===== config.mk =====
export PLATFORM = sky130hd
export DESIGN_NAME = reg_dump_reader
export DESIGN_NICKNAME = d
export VERILOG_FILES = /design/src/rtl/reg_dump_reader_pkg.sv /design/src/rtl/reg_dump_reader.sv
export SDC_FILE = /design/constraint.sdc
export NUM_CORES = 1
export LEC_CHECK = 0
export ABC_AREA = 1
export ABC_CLOCK_PERIOD_IN_PS = 2600
export CAP_MARGIN = 20
export CORE_UTILIZATION = 45
export CTS_CLUSTER_DIAMETER = 200
export CTS_CLUSTER_SIZE = 40
export DETAILED_ROUTE_END_ITERATION = 8
export GPL_ROUTABILITY_DRIVEN = 0
export PLACE_DENSITY = 0.81
export SYNTH_ARGS = -nofsm -noshare
export SYNTH_HDL_FRONTEND = slang
export SYNTH_SLANG_ARGS = --single-unit
export TNS_END_PERCENT = 10

===== constraint.sdc =====
create_clock -name clock_in -period 2.6 [get_ports clock_in]
set_input_delay 0.26 -clock clock_in [delete_from_list [all_inputs] [get_ports clock_in]]
set_output_delay 0.26 -clock clock_in [all_outputs]
set_load 0.02 [all_outputs]

===== src/rtl/reg_dump_reader_pkg.sv =====
// reg_dump_reader_pkg: register-file geometry and dump FSM states shared with the register file
package reg_dump_reader_pkg;
   localparam int REG_ADDR_W = 5;
   localparam int REG_DATA_W = 32;
   typedef enum logic [2:0] {IDLE, FETCH, DRAIN0, DRAIN1, DONE} dump_state_e;
endpackage


===== src/rtl/reg_dump_reader.sv =====
// reg_dump_reader: walks a register range through the file's two read ports
// and streams (address, value) beats over a valid/ready interface.
module reg_dump_reader
   import reg_dump_reader_pkg::*;
#(
   parameter int ADDR_W = REG_ADDR_W,
   parameter int DATA_W = REG_DATA_W
) (
   input  logic              clock_in,
   input  logic              reset,
   input  logic              start,
   input  logic              abort,
   input  logic [ADDR_W-1:0] first_reg,
   input  logic [ADDR_W-1:0] last_reg,
   output logic [ADDR_W-1:0] readReg1,
   output logic [ADDR_W-1:0] readReg2,
   input  logic [DATA_W-1:0] readData1,
   input  logic [DATA_W-1:0] readData2,
   output logic              dump_valid,
   input  logic              dump_ready,
   output logic [ADDR_W-1:0] dump_addr,
   output logic [DATA_W-1:0] dump_data,
   output logic              busy,
   output logic              done
);
   dump_state_e r_state, w_next;
   logic [ADDR_W-1:0] r_cur, r_end, w_cur_p1;
   logic [DATA_W-1:0] r_buf0, r_buf1;
   logic r_has2, w_hs;
   assign w_cur_p1 = r_cur + ADDR_W'(1);
   assign w_hs = dump_valid && dump_ready;
   always_ff @(posedge clock_in or negedge reset)
      if (!reset) r_state <= IDLE;
      else r_state <= w_next;
   always_comb begin
      w_next = r_state;
      if (r_state != IDLE && abort) w_next = IDLE;
      else
         case (r_state)
            IDLE:    w_next = start ? FETCH : IDLE;
            FETCH:   w_next = DRAIN0;
            DRAIN0:  w_next = w_hs ? (r_has2 ? DRAIN1 : DONE) : DRAIN0;
            DRAIN1:  w_next = w_hs ? (w_cur_p1 == r_end ? DONE : FETCH) : DRAIN1;
            default: w_next = IDLE;
         endcase
   end
   // Both read ports are sampled only in FETCH; later writes to those registers are not seen.
   always_ff @(posedge clock_in or negedge reset)
      if (!reset) begin
         r_cur  <= '0;
         r_end  <= '0;
         r_buf0 <= '0;
         r_buf1 <= '0;
         r_has2 <= 1'b0;
      end else begin
         if (r_state == IDLE && start) begin
            r_cur <= first_reg;
            r_end <= last_reg;
         end
         if (r_state == FETCH) begin
            r_buf0 <= readData1;
            r_buf1 <= readData2;
            r_has2 <= r_cur != r_end;
         end
         if (r_state == DRAIN1 && w_next == FETCH) r_cur <= r_cur + ADDR_W'(2);
      end
   always_comb begin
      readReg1   = r_state == FETCH ? r_cur : '0;
      readReg2   = r_state == FETCH ? w_cur_p1 : '0;
      dump_valid = r_state == DRAIN0 || r_state == DRAIN1;
      dump_addr  = r_state == DRAIN0 ? r_cur : r_state == DRAIN1 ? w_cur_p1 : '0;
      dump_data  = r_state == DRAIN0 ? r_buf0 : r_state == DRAIN1 ? r_buf1 : '0;
      busy       = r_state != IDLE;
      done       = r_state == DONE;
   end
endmodule


# Word-level counts from Yosys, hierarchy flattened
# Cells that the tools add are included.
[totals]
ramBits = 0
input_bits = 79
latch_bits = 0
reg_bits = 78
wordCells = 38
mem_count = 0
rom_bits = 0
out_inout_bits = 50
[classes]
n_eq_ne = 7
add_sub_neg = 2
n_reduce_logical = 8
n_div = 0
mul = 0
n_lt_le_gt_ge = 0
bitwise = 0
n_mux = 15
shifts = 0
[op_table]
columns = ["operator", "n"]
rows = [
  ["2-to-1 mux 32 bit", 2],
  ["2-to-1 mux 5 bit", 6],
  ["2-to-1 mux 3 bit", 5],
  ["one-hot mux 3 bit (4 select lines)", 1],
  ["== test 3 x 1 -> 1 bit (second input constant)", 2],
  ["== test 3 x 2 -> 1 bit (second input constant)", 2],
  ["adder 5 x 1 -> 5 bit (second input constant)", 1],
  ["adder 5 x 2 -> 5 bit (second input constant)", 1],
  ["== test 5 bit", 1],
  ["inequality test 5 bit", 1],
  ["logical AND 1 bit", 4],
  ["== test 3 bit (second input constant)", 1],
  ["zero test 3 bit", 1],
  ["nonzero test 3 bit", 1],
  ["nonzero test 2 bit", 1],
  ["logical OR 1 bit", 1],
  ["2-to-1 mux 1 bit", 1],
]

# Logic depth before layout (Yosys ltp)
# Gate-level depths: netlist of run 1.
[depth]
depth_word = 9
mapped_depth = 11
ltp_nobuf = 11

# Worst setup path before layout of run 1
# Ideal clock, no wire load.
[synth_path]
path_type = "register to output"
startpoint = "reg r_state[2]"
endpoint = "out readReg2[2]"
arrival_time_ns = 1.344
required_ns = 2.340
slack_ns = 0.996
stages_incl_launch_ff = 6
path_cell_list = "dfrtp_1 -> nor2_1 -> nand2_1 -> buf_2 -> buf_2 -> nor2_1"
[synth_via]
elab_chain_len = 2
[synth_lines]
columns = ["element", "line", "source"]
rows = [
  ["start, declared", "reg_dump_reader.sv:26", "dump_state_e r_state, w_next;"],
  ["start signal, assigned", "reg_dump_reader.sv:34", "else r_state <= w_next;"],
  ["== test 3 x 1 -> 1 bit", "reg_dump_reader.sv:69", "readReg2 = r_state == FETCH ? w_cur_p1 : '0;"],
  ["2-to-1 mux 5 bit", "reg_dump_reader.sv:69", ""],
  ["end, declared", "reg_dump_reader.sv:16", "output logic [ADDR_W-1:0] readReg2,"],
]
# No other way between the ends.

# Final worst setup path of run 1
[layout_path]
startpoint = "reg r_state[2]"
endpoint = "out dump_data[22]"
[layout_via]
elab_chain_len = 3
word_cells_on_any_way = 4
classes_between = "2 x eq/ne; 2 x mux"
[layout_lines]
columns = ["element", "line", "source"]
rows = [
  ["== test 3 x 2 -> 1 bit", "reg_dump_reader.sv:72", "dump_data = r_state == DRAIN0 ? r_buf0 : r_state == DRAIN1 ? r_buf1 : '0;"],
  ["2-to-1 mux 32 bit", "reg_dump_reader.sv:72", ""],
  ["2-to-1 mux 32 bit *", "reg_dump_reader.sv:72", ""],
  ["end, declared", "reg_dump_reader.sv:22", "output logic [DATA_W-1:0] dump_data,"],
]
# Mark *: on every way between the ends. The rest lies on a longest branch, timed or not.

==> results_dict.tcl, run 1 <==
set metrics [dict create \
    track_usage 0.245 \
    finalSetupViolCount 0 \
    required_ns 2.34 \
    cts_tree "built" \
    clock_latency_ns 0.35 \
    path_class "reg -> out" \
    dr.pass1.iters 4 \
    clock-sinks 78 \
    grt_max_degree 79 \
    area_delta_synth_final_pct 41.5 \
    routedWlPerCell_um 14.7 \
    h-tree-depth 3 \
    clockBufferDepth 2 \
    worst_ir_drop_vdd_mv 0.623 \
    die_w_um 93.8 \
    synth_top_cell_by_area "dfrtp_1" \
    antenna_cells 0 \
    yosys.area.top_type_share 0.514 \
    p_per_area_nw_per_um2 1180 \
    synth.most_common_cell "nand2_1" \
    synth_edf_count 0 \
    rows 33 \
    grt_pass1_vias 3479 \
    fin_crit_ns 2.48 \
    ioPinCount 129 \
    dieArea_um2 8810 \
    cap_violations 0 \
    rsz0062_at_grt "no" \
    hold_ws_ns 0.0415 \
    syn-cell-area_um2 3800 \
    initial_utilization 0.464 \
    drive_above_1_share 0.0708 \
    critPathMaxFanout 32 \
    yosysSeqAreaShare 0.514 \
    arrival_ns 2.22 \
    cts_setup_buffers 0 \
    tightest_slew_ns 0.962 \
    ys_top_cells_by_count "234 x nand2_1, 78 x dfrtp_1, 32 x a22o_1, 20 x inv_1, 18 x nor2_1" \
    ant_nets 0 \
    synth_warnings 0 \
    finalWirelength_mm 10.3 \
    drcViolationCount 0 \
    grt_pass1_wl_mm 16.6 \
    synth_area_leaders "dfrtp_1 51%, nand2_1 23%, a22o_1 7.4%" \
    cts-root-buf "clkbuf_8" \
    layout.nets 669 \
    rr_worst_depth 7 \
    cp_slowest_cell "clkdlybuf4s50_1" \
    synth_cells 467 \
    avgViaCountPerCell 5.06 \
    drt_iter0_drc 193 \
    setup-tns-final_ns 0 \
    slew_headroom 0.359 \
    min_path_type "in -> async" \
    synth.distinct_cells 29 \
    grt_remaining_overflow 0 \
    via_count 3534 \
    ys_seq_elements 78 \
    antenna_found_initial 0 \
    core_um2 8180 \
    avgSynthCellArea_um2 8.13 \
    cts_made_buffers 9 \
    slowest_delay_ns 0.62 \
    clk_pin_slew_worst_paths_ns 0.09 \
    drv_slew 0 \
    fp.dieH_um 93.8 \
    syn-num-nets 548 \
    async_flop_share 1.00 \
    crit_path_start "r_state[2]$_DFF_PN0_" \
    reg2reg_from "r_state[1]$_DFF_PN0_" \
    startpoint_type "flop" \
    finalCritPeriodShare 0.953 \
    finClkSkew_ns 0.00586 \
    max_freq_mhz 404 \
    endpoint_kind "output port" \
    final_hold_viol_count 0 \
    hpwl_mm 7.07 \
    yosys_most_used_dff "dfrtp_1" \
    io_buffer_count 128 \
    p_leak_nw 2.61 \
    status "completed" \
    crit_path_cell_trace "inv_2, nand2_2, nor2_2, buf_12, a22o_1, clkdlybuf4s50_1" \
]
[layout make-up]
type                            instances  area, um^2
Clock buffer                            9         124
Timing Repair Buffer                  134        1340
Inverter                               24        90.1
Tap cell                              105         131
Fill cell                             677        2810
Multi-Input combinational cell        341        1620
Sequential cell                        78        1950
Clock inverter                          7         105
[flip-flops by register name, summed over array words and instances, names as in the netlist]
name,count
r_cur,5
r_buf0,32
r_buf1,32
r_state,3
r_has2,1
r_end,5
[cell families after synthesis]
logic type	after synthesis	synth area share
AOI/OAI and AO/OA	49	0.101
xor gates and xnor gates	5	0.0115
adders and majority gates	2	0.00659
buffers and inverters	48	0.0620
DFF	78	0.514
and+or+nand+nor	285	0.305
[final timing paths]
check	endpoint	slack, ns
max	dump_data[22]	0.12
min	r_buf1[17]$_DFFE_PN0P_	0.04
max reg2reg	r_has2$_DFFE_PN0P_	0.46
min reg2reg	r_buf0[28]$_DFFE_PN0P_	0.49
max in group asynchronous	r_buf1[9]$_DFFE_PN0P_	1.93
min in group clock_in	r_buf0[25]$_DFFE_PN0P_	0.43
[power breakdown]
part	leakage [nW]	internal [W]	switching, W
clock	0.112	0.000556	0.000489
sequential	0.960	0.00180	0.000407
combinational	1.54	0.00129	0.00179
total	2.61	0.00365	0.00268
[through the flow]
step                      instances  power [W]  cell area (um^2)  worst slack, ns   util
after detailed placement        682    0.00526              5130            0.422  0.627
after global routing            698    0.00678              5370          0.00188  0.657
after floorplan                 467    0.00415              3800            0.996      -
final                           698    0.00633              5370            0.123  0.657
after CTS                       698    0.00635              5360           0.0928  0.655
after global placement          682    0.00515              5130            0.521  0.627
[cells in the final DEF, fill, tap and decap left out, types with 3 or more instances in the layout]
cell and instances:
clkdlybuf4s50_1 127, a22o_1 32, o21ai_0 7, inv_2 5, o22ai_1 4, xor2_1 3
dfrtp_1 78, nand3_2 3, nor2_2 3, clkbuf_8 9, nand2_1 233, inv_1 19
nor2_1 17, buf_4 4, nand3_1 16, nand4_1 4
[worst max-delay path: cells and delay by family (launching register included)]
| family | cells | cell delay [ns] |
|---|---|---|
| and+or+nand+nor | 2 | 0.30 |
| DFF | 1 | 0.41 |
| AOI/OAI and AO/OA | 1 | 0.19 |
| buffers and inverters | 3 | 0.94 |
[timing repair]
| action | in CTS | in global routing |
|---|---|---|
| hold endpoints to repair | 0 | 0 |
| hold buffers | 0 | 0 |
| gates resized for setup | 0 | 3 |
| setup endpoints to repair | 0 | 7 |
[per-layer routing]
layer	wire length, um	track usage	vias to the layer above
met5	0	0	-
met2	5170	0.399	126
met3	827	0.0882	10
met4	99	0.0513	0
met1	4190	0.313	1669
li1	-	-	1729
Power figures use the tool's default switching activity.
==> run 2, diff against run 1 <==
--- a/config.mk
+++ b/config.mk
@@ -8,12 +8,14 @@
 export ABC_AREA = 1
 export ABC_CLOCK_PERIOD_IN_PS = 2600
 export CAP_MARGIN = 20
-export CORE_UTILIZATION = 45
+export CELL_PAD_IN_SITES_DETAIL_PLACEMENT = 0
+export CELL_PAD_IN_SITES_GLOBAL_PLACEMENT = 1
+export CORE_UTILIZATION = 35
 export CTS_CLUSTER_DIAMETER = 200
 export CTS_CLUSTER_SIZE = 40
 export DETAILED_ROUTE_END_ITERATION = 8
 export GPL_ROUTABILITY_DRIVEN = 0
-export PLACE_DENSITY = 0.81
+export PLACE_DENSITY = 0.87
 export SYNTH_ARGS = -nofsm -noshare
 export SYNTH_HDL_FRONTEND = slang
 export SYNTH_SLANG_ARGS = --single-unit
==> run 2 against run 1 <==
  * Register-to-register slack better by 0.29 ns
  * Critical endpoint is now dump_data[4]
  * Die area is 28% higher
  * Sequential share of layout area down 0.57 points
  * Sequential power about the same
==> results_dict.tcl, run 2 (synthesized netlist as in run 1, its figures left out) <==
set metrics [dict create \
    grt_max_degree 79 \
    die_w_um 106 \
    setup-tns-final_ns 0 \
    layout.nets 670 \
    area_delta_synth_final_pct 43.7 \
    reg2reg_from "r_state[2]$_DFF_PN0_" \
    worst_ir_drop_vdd_mv 0.508 \
    cts_setup_buffers 0 \
    r2r_end "r_buf1[9]$_DFFE_PN0P_" \
    drcViolationCount 0 \
    rr_worst_depth 6 \
    ioPinCount 129 \
    arrival_ns 2.22 \
    drv_slew 0 \
    final_cell_mix "233 x nand2_1, 122 x clkdlybuf4s50_1, 78 x dfrtp_1" \
    min_path_type "in -> async" \
    p_switching_w 0.00262 \
    p_per_area_nw_per_um2 1150 \
    initial_utilization 0.364 \
    tightest_slew_ns 0.518 \
    dieArea_um2 11300 \
    cap_violations 0 \
    grt_remaining_overflow 0 \
    via_count 3434 \
    routedWlPerCell_um 13.9 \
    startpoint_type "flop" \
    fp.dieH_um 106 \
    critPathMaxFanout 38 \
    slew_headroom 0.655 \
    internal-power_w 0.00365 \
    hpwl_mm 6.89 \
    dpl_cell_area_um2 5180 \
    final_common_cell "nand2_1" \
    cts_made_buffers 9 \
    rrSetupSlack_ns 0.75 \
    rows 37 \
    n_fill_cell 1006 \
    cts_tree "built" \
    antenna_cells 0 \
    core_um2 10400 \
    clk_pin_slew_worst_paths_ns 0.09 \
    status "completed" \
    clock_latency_ns 0.35 \
    finalSetupViolCount 0 \
    finalWirelength_mm 10.1 \
    dr.pass1.iters 5 \
    endpoint_kind "output port" \
    grt_pass1_wl_mm 16.8 \
    p_leak_nw 2.70 \
    path_class "reg -> out" \
    switching_share 0.418 \
    antenna_found_initial 0 \
    io_buffer_count 128 \
    fin_crit_ns 2.48 \
    finalCritPeriodShare 0.955 \
    ant_nets 0 \
    p_comb_frac 0.490 \
    grt_pass1_vias 3571 \
    final_hold_viol_count 0 \
    drive_above_1_share 0.0673 \
    h-tree-depth 3 \
    clock-sinks 78 \
    finClkSkew_ns 0.00853 \
    final_area_um2 5460 \
    pwr-share-clk 0.159 \
    required_ns 2.34 \
    max_freq_mhz 403 \
    avgViaCountPerCell 4.70 \
    clockBufferDepth 2 \
    cts-root-buf "clkbuf_8" \
    rsz0062_at_grt "no" \
    track_usage 0.188 \
    seq_power_share 0.350 \
    largestRegisters "r_buf0 (32), r_buf1 (32)" \
    drt_iter0_drc 196 \
]
[run 2: cell count changes in the layout (fill, tap and decap cells not counted), sizes merged]
| cell | change |
|---|---|
| dlymetal6s2s | +5 |
| clkinvlp | +1 |
| clkdlybuf4s50 | -5 |
| inv | -3 |
| dlygate4sd3 | +1 |
| clkbuf | +2 |
[run 2: per-layer routing]
layer	routed length (um)	global-route usage	vias to the layer above
li1	-	-	1729
met1	4690	0.240	1595
met2	4580	0.302	100
met3	746	0.0570	10
met4	104	0.0655	0
met5	0	0	-
[run 2: layout make-up]
| type | instances | area (um^2) | share of cell area |
|---|---|---|---|
| Timing Repair Buffer | 135 | 1400 | 0.257 |
| Tap cell | 136 | 170 | 0.0312 |
| Multi-Input combinational cell | 341 | 1620 | 0.298 |
| Clock buffer | 11 | 131 | 0.0241 |
| Sequential cell | 78 | 1950 | 0.358 |
| Inverter | 24 | 90.1 | 0.0165 |
| Clock inverter | 5 | 83.8 | 0.0154 |
[run 2: per-stage QoR]
stage | hold WS (ns) | setup WS [ns] | total power [W] | instances | util
finish | 0.283 | 0.116 | 0.00628 | 730 | 0.524
global route | 0.284 | 0.0297 | 0.00676 | 730 | 0.524
CTS | 0.110 | 0.00752 | 0.00631 | 728 | 0.518
detailed placement | 0.467 | 0.424 | 0.00529 | 712 | 0.498
global placement | 0.463 | 0.430 | 0.00523 | 712 | 0.498
floorplan | -0.0356 | 0.996 | 0.00415 | 467 | -
[run 2: worst max-delay path, stage by stage (launching register included)]
cell and delay, ns:
dfrtp_1 0.45, inv_1 0.18, nor2_4 0.17, buf_12 0.22, a22o_1 0.22, clkdlybuf4s50_1 0.61
[run 2: power groups by stage]
| stage | combinational, W | sequential (W) | clock (W) |
|---|---|---|---|
| 6_report | 0.00308 | 0.00220 | 0.00100 |
| 5_1_grt | 0.00342 | 0.00227 | 0.00107 |
| 4_1_cts | 0.00310 | 0.00219 | 0.00102 |
| 3_5_place_dp | 0.00309 | 0.00220 | 0 |
| 3_3_place_gp | 0.00305 | 0.00218 | 0 |
| 2_1_floorplan | 0.00206 | 0.00210 | 0 |
[run 2: how the worst max path moves through the flow]
stage,start,to,slack [ns],cells past startpoint
3_5_place_dp,r_state[2]$_DFF_PN0_,dump_addr[0],0.42,7
4_1_cts,r_state[2]$_DFF_PN0_,dump_addr[0],0.008,7
5_1_grt,r_state[0]$_DFF_PN0_,dump_data[4],0.03,5
2_1_floorplan,r_state[2]$_DFF_PN0_,readReg2[2],1.0,5
3_3_place_gp,r_state[2]$_DFF_PN0_,dump_addr[0],0.43,7
6_report,r_state[0]$_DFF_PN0_,dump_data[4],0.12,5
[run 2: what timing repair did]
| action | 4_1_cts | 5_1_grt |
|---|---|---|
| hold endpoints to repair | 0 | 7 |
| hold buffers | 0 | 1 |
| resized for setup | 0 | 6 |
| endpoints found under the setup margin | 0 | 8 |
